<file path="src/rtl/program_loader.sv">
// Streams an image buffer into a CPU over its ready/done_load handshake, then
// waits for the CPU to halt and latches its output.
module program_loader #(
  parameter int PROG_BYTES  = 16,
  parameter int TIMEOUT_CYC = 255
) (
  input  logic       clk,
  input  logic       rst,
  input  logic       img_we,
  input  logic [3:0] img_addr,
  input  logic [7:0] img_data,
  input  logic [4:0] prog_len,
  input  logic       start,
  input  logic       abort,
  input  logic       cpu_ready,
  input  logic       cpu_done_load,
  input  logic       cpu_halt,
  input  logic [7:0] cpu_out,
  output logic       programming,
  output logic [7:0] ui_data,
  output logic       busy,
  output logic       halted,
  output logic [7:0] result,
  output logic [4:0] bytes_sent,
  output logic [1:0] err_code
);
  localparam int AW = (PROG_BYTES > 1) ? $clog2(PROG_BYTES) : 1;

  localparam logic [2:0] S_IDLE      = 3'd0;
  localparam logic [2:0] S_ARM       = 3'd1;
  localparam logic [2:0] S_SEND      = 3'd2;
  localparam logic [2:0] S_WAIT_DONE = 3'd3;
  localparam logic [2:0] S_RUN       = 3'd4;
  localparam logic [2:0] S_DONE      = 3'd5;
  localparam logic [2:0] S_ERROR     = 3'd6;

  localparam logic [1:0] E_NONE    = 2'b00;
  localparam logic [1:0] E_TIMEOUT = 2'b01;
  localparam logic [1:0] E_EARLY   = 2'b10;
  localparam logic [1:0] E_LEN     = 2'b11;

  logic [7:0] image [PROG_BYTES];
  logic [2:0] state, state_n;
  logic [1:0] err_n;
  logic [4:0] len;
  logic [7:0] wait_cnt;
  logic       ready_q, done_q, halt_q;

  logic idle_like, loading_n, any_edge, ready_fall, halt_rise, len_bad, timeout, last_byte;

  assign idle_like  = (state == S_IDLE) || (state == S_DONE) || (state == S_ERROR);
  assign loading_n  = (state_n == S_ARM) || (state_n == S_SEND) || (state_n == S_WAIT_DONE);
  assign any_edge   = (ready_q ^ cpu_ready) | (done_q ^ cpu_done_load);
  assign ready_fall = ready_q & ~cpu_ready;
  assign halt_rise  = cpu_halt & ~halt_q;
  assign len_bad    = (prog_len == 5'd0) || (prog_len > 5'(PROG_BYTES));
  // Any handshake edge this cycle counts as progress, even at the limit.
  assign timeout    = (wait_cnt == 8'(TIMEOUT_CYC)) && !any_edge;
  assign last_byte  = ready_fall && (5'(bytes_sent + 5'd1) == len);

  assign ui_data = (state == S_SEND) ? image[bytes_sent[AW-1:0]] : 8'h00;

  always_comb begin
    state_n = state;
    err_n   = err_code;
    if (abort) begin
      state_n = S_IDLE;
    end else begin
      case (state)
        S_IDLE, S_DONE, S_ERROR: begin
          if (start) begin
            if (len_bad) begin
              state_n = S_ERROR;
              err_n   = E_LEN;
            end else begin
              state_n = S_ARM;
              err_n   = E_NONE;
            end
          end
        end
        S_ARM, S_SEND: begin
          if (cpu_done_load && (bytes_sent < len)) begin
            state_n = S_ERROR;
            err_n   = E_EARLY;
          end else if (timeout) begin
            state_n = S_ERROR;
            err_n   = E_TIMEOUT;
          end else if (state == S_ARM) begin
            if (cpu_ready) state_n = S_SEND;
          end else if (last_byte) begin
            state_n = S_WAIT_DONE;
          end
        end
        S_WAIT_DONE: begin
          if (cpu_done_load) begin
            state_n = S_RUN;
          end else if (timeout) begin
            state_n = S_ERROR;
            err_n   = E_TIMEOUT;
          end
        end
        S_RUN: if (halt_rise) state_n = S_DONE;
        default: state_n = S_IDLE;
      endcase
    end
  end

  always_ff @(posedge clk) begin
    if (rst) begin
      state       <= S_IDLE;
      err_code    <= E_NONE;
      programming <= 1'b0;
      busy        <= 1'b0;
      halted      <= 1'b0;
      result      <= 8'h00;
      bytes_sent  <= 5'd0;
      len         <= 5'd0;
      wait_cnt    <= 8'd0;
      ready_q     <= 1'b0;
      done_q      <= 1'b0;
      halt_q      <= 1'b0;
    end else begin
      state       <= state_n;
      err_code    <= err_n;
      programming <= loading_n;
      busy        <= !((state_n == S_IDLE) || (state_n == S_DONE) || (state_n == S_ERROR));
      ready_q     <= cpu_ready;
      done_q      <= cpu_done_load;
      halt_q      <= cpu_halt;

      if (!abort) begin
        if (idle_like && start && !len_bad) begin
          bytes_sent <= 5'd0;
          halted     <= 1'b0;
          result     <= 8'h00;
          len        <= prog_len;
        end
        if (state == S_SEND && ready_fall) bytes_sent <= bytes_sent + 5'd1;
        if (state == S_RUN && halt_rise) begin
          result <= cpu_out;
          halted <= 1'b1;
        end
      end

      if (!loading_n || state_n != state || any_edge) wait_cnt <= 8'd0;
      else                                            wait_cnt <= wait_cnt + 8'd1;
    end
  end

  // Image survives reset; a start in the same cycle wins over the write.
  always_ff @(posedge clk) begin
    if (img_we && !busy && !start) image[img_addr[AW-1:0]] <= img_data;
  end

endmodule

</file>
<file path="config.mk">
export PLATFORM = sky130hd
export DESIGN_NAME = program_loader
export DESIGN_NICKNAME = d
export VERILOG_FILES = /design/src/rtl/program_loader.sv
export SDC_FILE = /design/constraint.sdc
export NUM_CORES = 1
export LEC_CHECK = 0
export ABC_AREA = 1
export CORE_AREA = 5 5 126 128
export CTS_CLUSTER_DIAMETER = 200
export DETAILED_ROUTE_END_ITERATION = 8
export DIE_AREA = 0 0 131 133
export GPL_ROUTABILITY_DRIVEN = 0
export MAX_ROUTING_LAYER = met4
export PLACE_DENSITY_LB_ADDON = 0.08
export SLEW_MARGIN = 5
export SYNTH_ARGS = -nofsm -noshare
export SYNTH_HDL_FRONTEND = slang
export SYNTH_SLANG_ARGS = --single-unit
</file>
<file path="constraint.sdc">
create_clock -name clk -period 1.7 [get_ports clk]
set_input_delay 0.34 -clock clk [delete_from_list [all_inputs] [get_ports clk]]
set_output_delay 0.34 -clock clk [all_outputs]
set_load 0.1 [all_outputs]
</file>
==> results of run 1 <==
kinds of logic (layout without fill, tap and decap cells):
| logic type | Yosys count | count (layout) | share of synthesized area, % |
|---|---|---|---|
| simple gates | 248 | 248 | 14.9 |
| flops | 169 | 169 | 65.8 |
| compound gates | 154 | 154 | 12.8 |
| buf+inv | 79 | 264 | 4.41 |
| fa+ha+maj | 8 | 8 | 1.41 |
| xor+xnor | 6 | 6 | 0.741 |
layer usage:
layer / wire length, um / share of wire [%] / vias up
met5: 0 / 0 / -
met4: 510 / 2.5 / 0
met3: 1020 / 5.1 / 40
met2: 10600 / 53 / 213
met1: 7920 / 39 / 2863
li1: - / - / 2710
what timing repair did:
action,in CTS,in global routing
resized for setup,48,99
endpoints found under the setup margin,84,95
cloned,3,3
buffers inserted,4,11
pin swaps,19,62
worst max-delay path, stage by stage (launching register included):
cell                       delay (ns)
sky130_fd_sc_hd__dfxtp_4         0.45
sky130_fd_sc_hd__buf_12          0.17
sky130_fd_sc_hd__buf_16          0.13
sky130_fd_sc_hd__o21ai_0         0.09
sky130_fd_sc_hd__o221ai_1        0.16
sky130_fd_sc_hd__o211ai_1        0.11
sky130_fd_sc_hd__buf_4           0.16
sky130_fd_sc_hd__a21oi_4         0.13
sky130_fd_sc_hd__buf_12          0.19
worst min-delay path by stage:
stage / start / to / slack [ns] / cells past startpoint
after floorplan: wait_cnt[0] / wait_cnt[0] / 0.40 / 1
after global placement: result[7] / result[7] / 0.48 / 2
after detailed placement: result[6] / result[6] / 0.49 / 2
after CTS: cpu_out[2] / result[2] / 0.46 / 3
after global routing: cpu_ready / ready_q / 0.32 / 4
final: cpu_ready / ready_q / 0.31 / 4
sequential cells by signal, indices dropped and copies added (netlist names), 2 cells and up, named ones only:
signal	cells
err_code	2
len	5
state	3
wait_cnt	8
bytes_sent	5
image	128
result	8
area by class of cell:
type                    count  area (um2)
repair buffers            181        2070
well taps                 188         235
clock buffers              20         437
flip-flops and latches    169        4700
inverters                  52         205
clock inverters            11        82.6
multi-input cells         416        2690
fillers                  1053        4320
cells in the final DEF, fill, tap and decap left out, types with 7 or more instances in the layout:
cell                              synthesis  final
sky130_fd_sc_hd__a21oi_4                  0      8
sky130_fd_sc_hd__buf_12                   0     40
sky130_fd_sc_hd__o211ai_1                 9      9
sky130_fd_sc_hd__nand2_2                  2     13
sky130_fd_sc_hd__nor2_4                   1     12
sky130_fd_sc_hd__dfxtp_4                  0      8
sky130_fd_sc_hd__o21ai_1                  1     18
sky130_fd_sc_hd__buf_4                    0     96
sky130_fd_sc_hd__nand2_1                 73     58
sky130_fd_sc_hd__clkdlybuf4s50_1          0     30
sky130_fd_sc_hd__o221ai_2                 0      8
sky130_fd_sc_hd__dfxtp_2                  0      7
sky130_fd_sc_hd__inv_1                   48     36
sky130_fd_sc_hd__clkbuf_16                0     20
sky130_fd_sc_hd__dfxtp_1                 41     26
sky130_fd_sc_hd__nor2_2                   9     32
sky130_fd_sc_hd__o221ai_1                24     16
sky130_fd_sc_hd__edfxtp_1               128    128
sky130_fd_sc_hd__nand3_1                 28     14
sky130_fd_sc_hd__o22ai_1                  9      8
sky130_fd_sc_hd__o21ai_0                 77     53
sky130_fd_sc_hd__nand3_2                  3     16
sky130_fd_sc_hd__a21oi_1                 30     17
sky130_fd_sc_hd__nor2_1                 119     85
sky130_fd_sc_hd__inv_2                    4     14
through the flow:
step | area [um2] | instances
2_1_floorplan | 7400 | 664
3_3_place_gp | 9210 | 989
3_5_place_dp | 9210 | 989
4_1_cts | 10000 | 1027
5_1_grt | 10400 | 1037
6_report | 10400 | 1037
where the power goes:
group / leakage (nW) / switching [mW] / total [mW] / internal [mW]
Sequential: 1.49 / 0.0453 / 4.53 / 4.49
Combinational: 2.04 / 0.656 / 1.11 / 0.453
Clock: 0.250 / 1.48 / 3.45 / 1.97
Total: 3.79 / 2.18 / 9.09 / 6.91
==> implementation parameters, run 1 <==
Parameter                              Value

Outcome
  Outcome    finished, violations left
  Failing checks    negative setup slack

Worst setup path
  Endpoint of the most critical setup path    ui_data[7]
  Endpoint of the worst register-to-register path    wait_cnt[2]
  Crit start category    flip-flop
  Data required, critical path    1.36 ns
  Worst R2R Start    wait_cnt[0]
  Kind of end point of the critical path    primary output
  Setup slack on the worst flop-to-flop path    -0.27 ns
  Critical path class    flip-flop to primary output
  Arrival time worst endpoint    2.01 ns
  Maximum fanout along the worst path    6
  FF-to-FF path depth    13

Power and ir drop
  Peak supply drop    0.644 mV
  Pleak    3.79 nW
  Total chip power    9.09 mW
  PD cells    872 nW/um2

Finish
  Layout overhead on the synthesized area    47.1%
  Net count, final    878
  ANT cells    0
  Ratio of cells with drive above 1 in the final layout    38.3%
  Finished Core Util    70.7%

Clock network
  Clock tree root driver cell    sky130_fd_sc_hd__clkbuf_16
  Total clock sinks    169
  Clock-pin slew of the registers on the worst-case setup and hold paths    0.06 ns
  CTS tree    yes
  Insertion delay of the later-clocked pin in the worst-skew pair    0.43 ns
  Number of buffers on the longest clock path    2
  Number of buffers created by CTS    17
  Count of H-tree levels built during CTS    4
  Post-CTS Hold Buffers    0

Global route
  Global routing met2 resource utilization    38.9%
  GR Util All Layers    23.2%
  Number of global-route vias before repair    5765
  Global-route wire length before repair    30.0 mm
  Pin count of the biggest net entering global routing    24
  GRT met3 Usage    4.08%
  Antenna violations before repair    0
  GR met1 Demand/Resource    28.0%
  Busiest layer in global routing    met2
  Global route overflow    0

Logic synthesis
  Largest cells by area after synthesis    sky130_fd_sc_hd__edfxtp_1 54%, sky130_fd_sc_hd__dfxtp_1 12%, sky130_fd_sc_hd__nor2_1 6.3%, sky130_fd_sc_hd__o21ai_0 5.4%, sky130_fd_sc_hd__nand2_1 3.9%
  Yosys cell types    30
  Sequential area share after synthesis    65.8%
  Cell taking the most area after synthesis    sky130_fd_sc_hd__edfxtp_1
  Most frequently used cell type in the post-synthesis netlist    sky130_fd_sc_hd__edfxtp_1
  Area of the mapped netlist    7090 um2
  Number of enable flip-flop cells after synthesis    128
  Average cell area after synthesis    10.7 um2
  Synthesis warning total    0
  Leading register cell type out of synthesis    sky130_fd_sc_hd__edfxtp_1
  Yosys top cell area share    54.2%
  Number of flip-flops and latches in the synthesized netlist    169
  Commonest cells in the synthesized netlist    128 x sky130_fd_sc_hd__edfxtp_1, 119 x sky130_fd_sc_hd__nor2_1, 77 x sky130_fd_sc_hd__o21ai_0, 73 x sky130_fd_sc_hd__nand2_1, 48 x sky130_fd_sc_hd__inv_1
  Post-Synthesis Net Count    705
  Share of synthesized registers carrying an async set or reset    0%
  Instance count of the mapped netlist    664

STA
  Highest Clock Rate    426 MHz
  Unrepaired setup endpoints after global routing    true
  Post-Route Skew    0.00734 ns
  Total setup violations reported at the end of the flow    21
  Shortest clock period the worst path allows after layout    2.35 ns
  Number of hold violations in the final report    0
  Crit share post-route    138%
  Post-layout worst setup margin    -0.648 ns
  Minimum hold slack    0.312 ns
  Number of slew-limit violations in the final report    0
  Relative max-transition margin    59.7%
  Slew @ Worst Pin    0.602 ns
  Final total negative setup slack    -7.50 ns

Routing
  Via count    5826
  Avg Vias per Cell    5.62
  Antenna-violating nets left    0
  Detailed-route DRC error count    0
  TritonRoute pass-1 iters    5
  Average routed wire per standard cell    19.4 um
  Detailed Route WL    20.1 mm
  Violation count after the first detailed-routing iteration    453

Floorplanning
  Initial Util    48.1%
  Row cnt    45
  Io pins    59
  Die width    131 um
  Die extent in y    133 um
  Placeable core region    14800 um2
  Die Area    17400 um2

Placement
  Hpwl dp    12.9 mm
  Buffers on Ports    58
  Worst slack at placement    -0.715 ns

Hold path
  Path type of the worst min-delay path    input pin to flip-flop

Flow run
  Maximum Capacitance Violations    0
No activity file was read; power rests on OpenSTA's default activity.
==> inputs of run 2 (changes only) <==
Settings changed: CAP_MARGIN from default to 5, CELL_PAD_IN_SITES_DETAIL_PLACEMENT from default to 0, CELL_PAD_IN_SITES_GLOBAL_PLACEMENT from default to 1, CORE_AREA 5 5 126 128 to 5 5 138 140, DIE_AREA 0 0 131 133 to 0 0 143 145, SETUP_SLACK_MARGIN from default to 0.2.
==> run 2 against run 1 <==
The flow still finishes with violations (negative setup slack). Total power up 6.6%. Hold slack better by 0.092 ns. Via count up 0.26%.
==> implementation parameters, run 2 (synthesis gave the netlist of run 1 again) <==
Parameter                              Value

Floorplanning
  Initial Util    40.0%
  Row cnt    49
  Io pins    59
  Placeable core region    17700 um2
  Die extent in y    145 um
  Die width    143 um
  Die Area    20700 um2

Global route
  Global-route wire length before repair    31.0 mm
  Pin count of the biggest net entering global routing    34
  Global route overflow    0
  GR Util All Layers    19.9%
  Antenna violations before repair    0
  Number of global-route vias before repair    5795

Routing
  TritonRoute pass-1 iters    5
  Avg Vias per Cell    5.20
  Average routed wire per standard cell    18.7 um
  Via count    5841
  Detailed-route DRC error count    0
  Violation count after the first detailed-routing iteration    259
  Detailed Route WL    21.0 mm
  Antenna-violating nets left    0

STA
  Number of hold violations in the final report    0
  Relative max-transition margin    61.1%
  Total setup violations reported at the end of the flow    35
  Post-layout worst setup margin    -0.678 ns
  Slew @ Worst Pin    0.583 ns
  Post-Route Skew    0.00777 ns
  Final total negative setup slack    -10.84 ns
  Number of slew-limit violations in the final report    0
  Shortest clock period the worst path allows after layout    2.38 ns
  Highest Clock Rate    421 MHz
  Unrepaired setup endpoints after global routing    true
  Crit share post-route    140%

Power and ir drop
  Pleak    4.13 nW
  Total net switching power    2.45 mW
  Total chip power    9.70 mW
  Switching share of total power    25.3%
  Peak supply drop    0.783 mV
  Combinational share of power    12.9%
  Clock share of power    40.3%
  PD cells    844 nW/um2
  Portion of total power attributed to sequential cells    46.7%
  Internal power    7.25 mW

Hold path
  Number of instances on the worst hold path    4
  Path type of the worst min-delay path    input pin to flip-flop
  Hold path endpoint    ready_q
  Startpoint of the tightest hold check path    cpu_ready

Finish
  Area taken by multi-input logic gates    3010 um2
  Final cell area excluding filler cells    11500 um2
  Net count, final    922
  Number of flip-flops in the largest register    128
  Post-Layout Cell Count    1123
  Number of filler cells placed in the layout    1312
  Flip-flop and latch area    4700 um2
  Ratio of cells with drive above 1 in the final layout    46.0%
  Leading cell type in the layout, fill and taps excluded    sky130_fd_sc_hd__edfxtp_1
  Layout overhead on the synthesized area    62.0%
  Top library cells by usage in the layout, fill and taps aside    128 x sky130_fd_sc_hd__edfxtp_1, 101 x sky130_fd_sc_hd__buf_4, 76 x sky130_fd_sc_hd__nor2_1
  ANT cells    0

Worst setup path
  Critical path class    flip-flop to primary output
  Worst R2R Start    bytes_sent[0]
  Critical path, cell by cell    buf_6 -> buf_16 -> buf_12 -> nor2_2 -> o22ai_1 -> o211ai_1 -> a21oi_4 -> buf_12
  Max incr delay on CP    0.38 ns
  Arrival time worst endpoint    2.04 ns
  Setup slack on the worst flop-to-flop path    -0.35 ns
  Maximum fanout along the worst path    8
  Crit start category    flip-flop
  FF-to-FF path depth    17
  Kind of end point of the critical path    primary output
  Library cell contributing the largest single delay on the critical path    sky130_fd_sc_hd__dfxtp_4
  Cell seen most often among critical-path stages    sky130_fd_sc_hd__buf_12
  Data required, critical path    1.36 ns
  Endpoint of the worst register-to-register path    wait_cnt[2]

Clock network
  Clock-pin slew of the registers on the worst-case setup and hold paths    0.07 ns
  Number of buffers on the longest clock path    2
  Clock tree root driver cell    sky130_fd_sc_hd__clkbuf_16
  Count of H-tree levels built during CTS    4
  Post-CTS Hold Buffers    0
  Insertion delay of the later-clocked pin in the worst-skew pair    0.42 ns
  Total clock sinks    169
  Number of buffers created by CTS    17
  CTS tree    yes

Placement
  Buffers on Ports    58
  Cells after DPL    1045
  Total placed instance area    9690 um2
  Worst slack at placement    -0.724 ns
  Hpwl dp    13.2 mm

Flow run
  Maximum Capacitance Violations    0

Outcome
  Failing checks    negative setup slack
  Outcome    finished, violations left
==> run 2: changes by cell type in the layout (fill, tap and decap cells not counted), moves of 6 or more <==
cell                      before  now
sky130_fd_sc_hd__nand3_2      16    6
sky130_fd_sc_hd__o21ai_0      53   32
sky130_fd_sc_hd__nor2_1       85   76
sky130_fd_sc_hd__a21oi_1      17    7
sky130_fd_sc_hd__buf_6         6   28
sky130_fd_sc_hd__nand2_1      58   52
sky130_fd_sc_hd__a21oi_2       5   15
sky130_fd_sc_hd__buf_12       40   52
sky130_fd_sc_hd__o21ai_2       6   17
sky130_fd_sc_hd__nor2_2       32   24
sky130_fd_sc_hd__o21ai_1      18   27
sky130_fd_sc_hd__nor2_4       12   29
==> run 2: routing by layer <==
layer  global-route usage [%]  wire length (um)  part of all wire, %
met5                        -                 0                    0
met4                     5.28               429                  2.0
met3                     3.36               939                  4.5
met2                     32.2             10600                   50
met1                     26.0              9070                   43
==> run 2: final cells by class <==
class | count | area share (%)
timing repair inverter | 3 | 0.272
clock inverter | 13 | 1.43
inverter | 52 | 2.11
multi-input combinational | 416 | 26.2
tap | 229 | 2.49
timing repair buffer | 222 | 22.8
clock buffer | 19 | 3.77
sequential | 169 | 40.9
==> run 2: worst max-delay path by stage <==
| stage | endpoint | cells past startpoint |
|---|---|---|
| 2_1_floorplan | wait_cnt[0] | 17 |
| 3_3_place_gp | wait_cnt[0] | 19 |
| 3_5_place_dp | wait_cnt[0] | 19 |
| 4_1_cts | ui_data[2] | 6 |
| 5_1_grt | ui_data[0] | 8 |
| 6_report | ui_data[4] | 8 |
==> run 2: power by group through the flow <==
stage	clock network (mW)	logic [mW]	registers, mW
2_1_floorplan	0	0.416	4.72
3_3_place_gp	0	1.01	4.62
3_5_place_dp	0	1.02	4.62
4_1_cts	3.96	1.12	4.53
5_1_grt	4.16	1.34	4.54
6_report	3.91	1.25	4.53
==> run 2: metrics by stage <==
step                hold WS, ns  util [%]
finish                    0.404      64.8
global route              0.414      64.8
CTS                       0.389      60.4
detailed placement        0.493      54.7
global placement          0.487      54.7
floorplan                 0.402         -
==> run 2: worst max-delay path, delay by kind of cell, from the launching register on <==
family / cells / cell delay (ns)
DFF: 1 / 0.38
buffers and inverters: 4 / 0.57
and+or+nand+nor: 1 / 0.09
AOI/OAI and AO/OA: 3 / 0.57
==> run 2: repair_timing <==
action	CTS	global route
pin swaps	27	69
resized for setup	97	139
setup endpoints to repair	124	138
buffers inserted	15	23
endpoints found under the hold margin	0	0
cloned	2	6
==> inputs of run 3 (changes only) <==
Settings changed: CAP_MARGIN 5 to default.
==> results of run 3 <==
Final layout, timing and power as in run 2 (identical DEF).
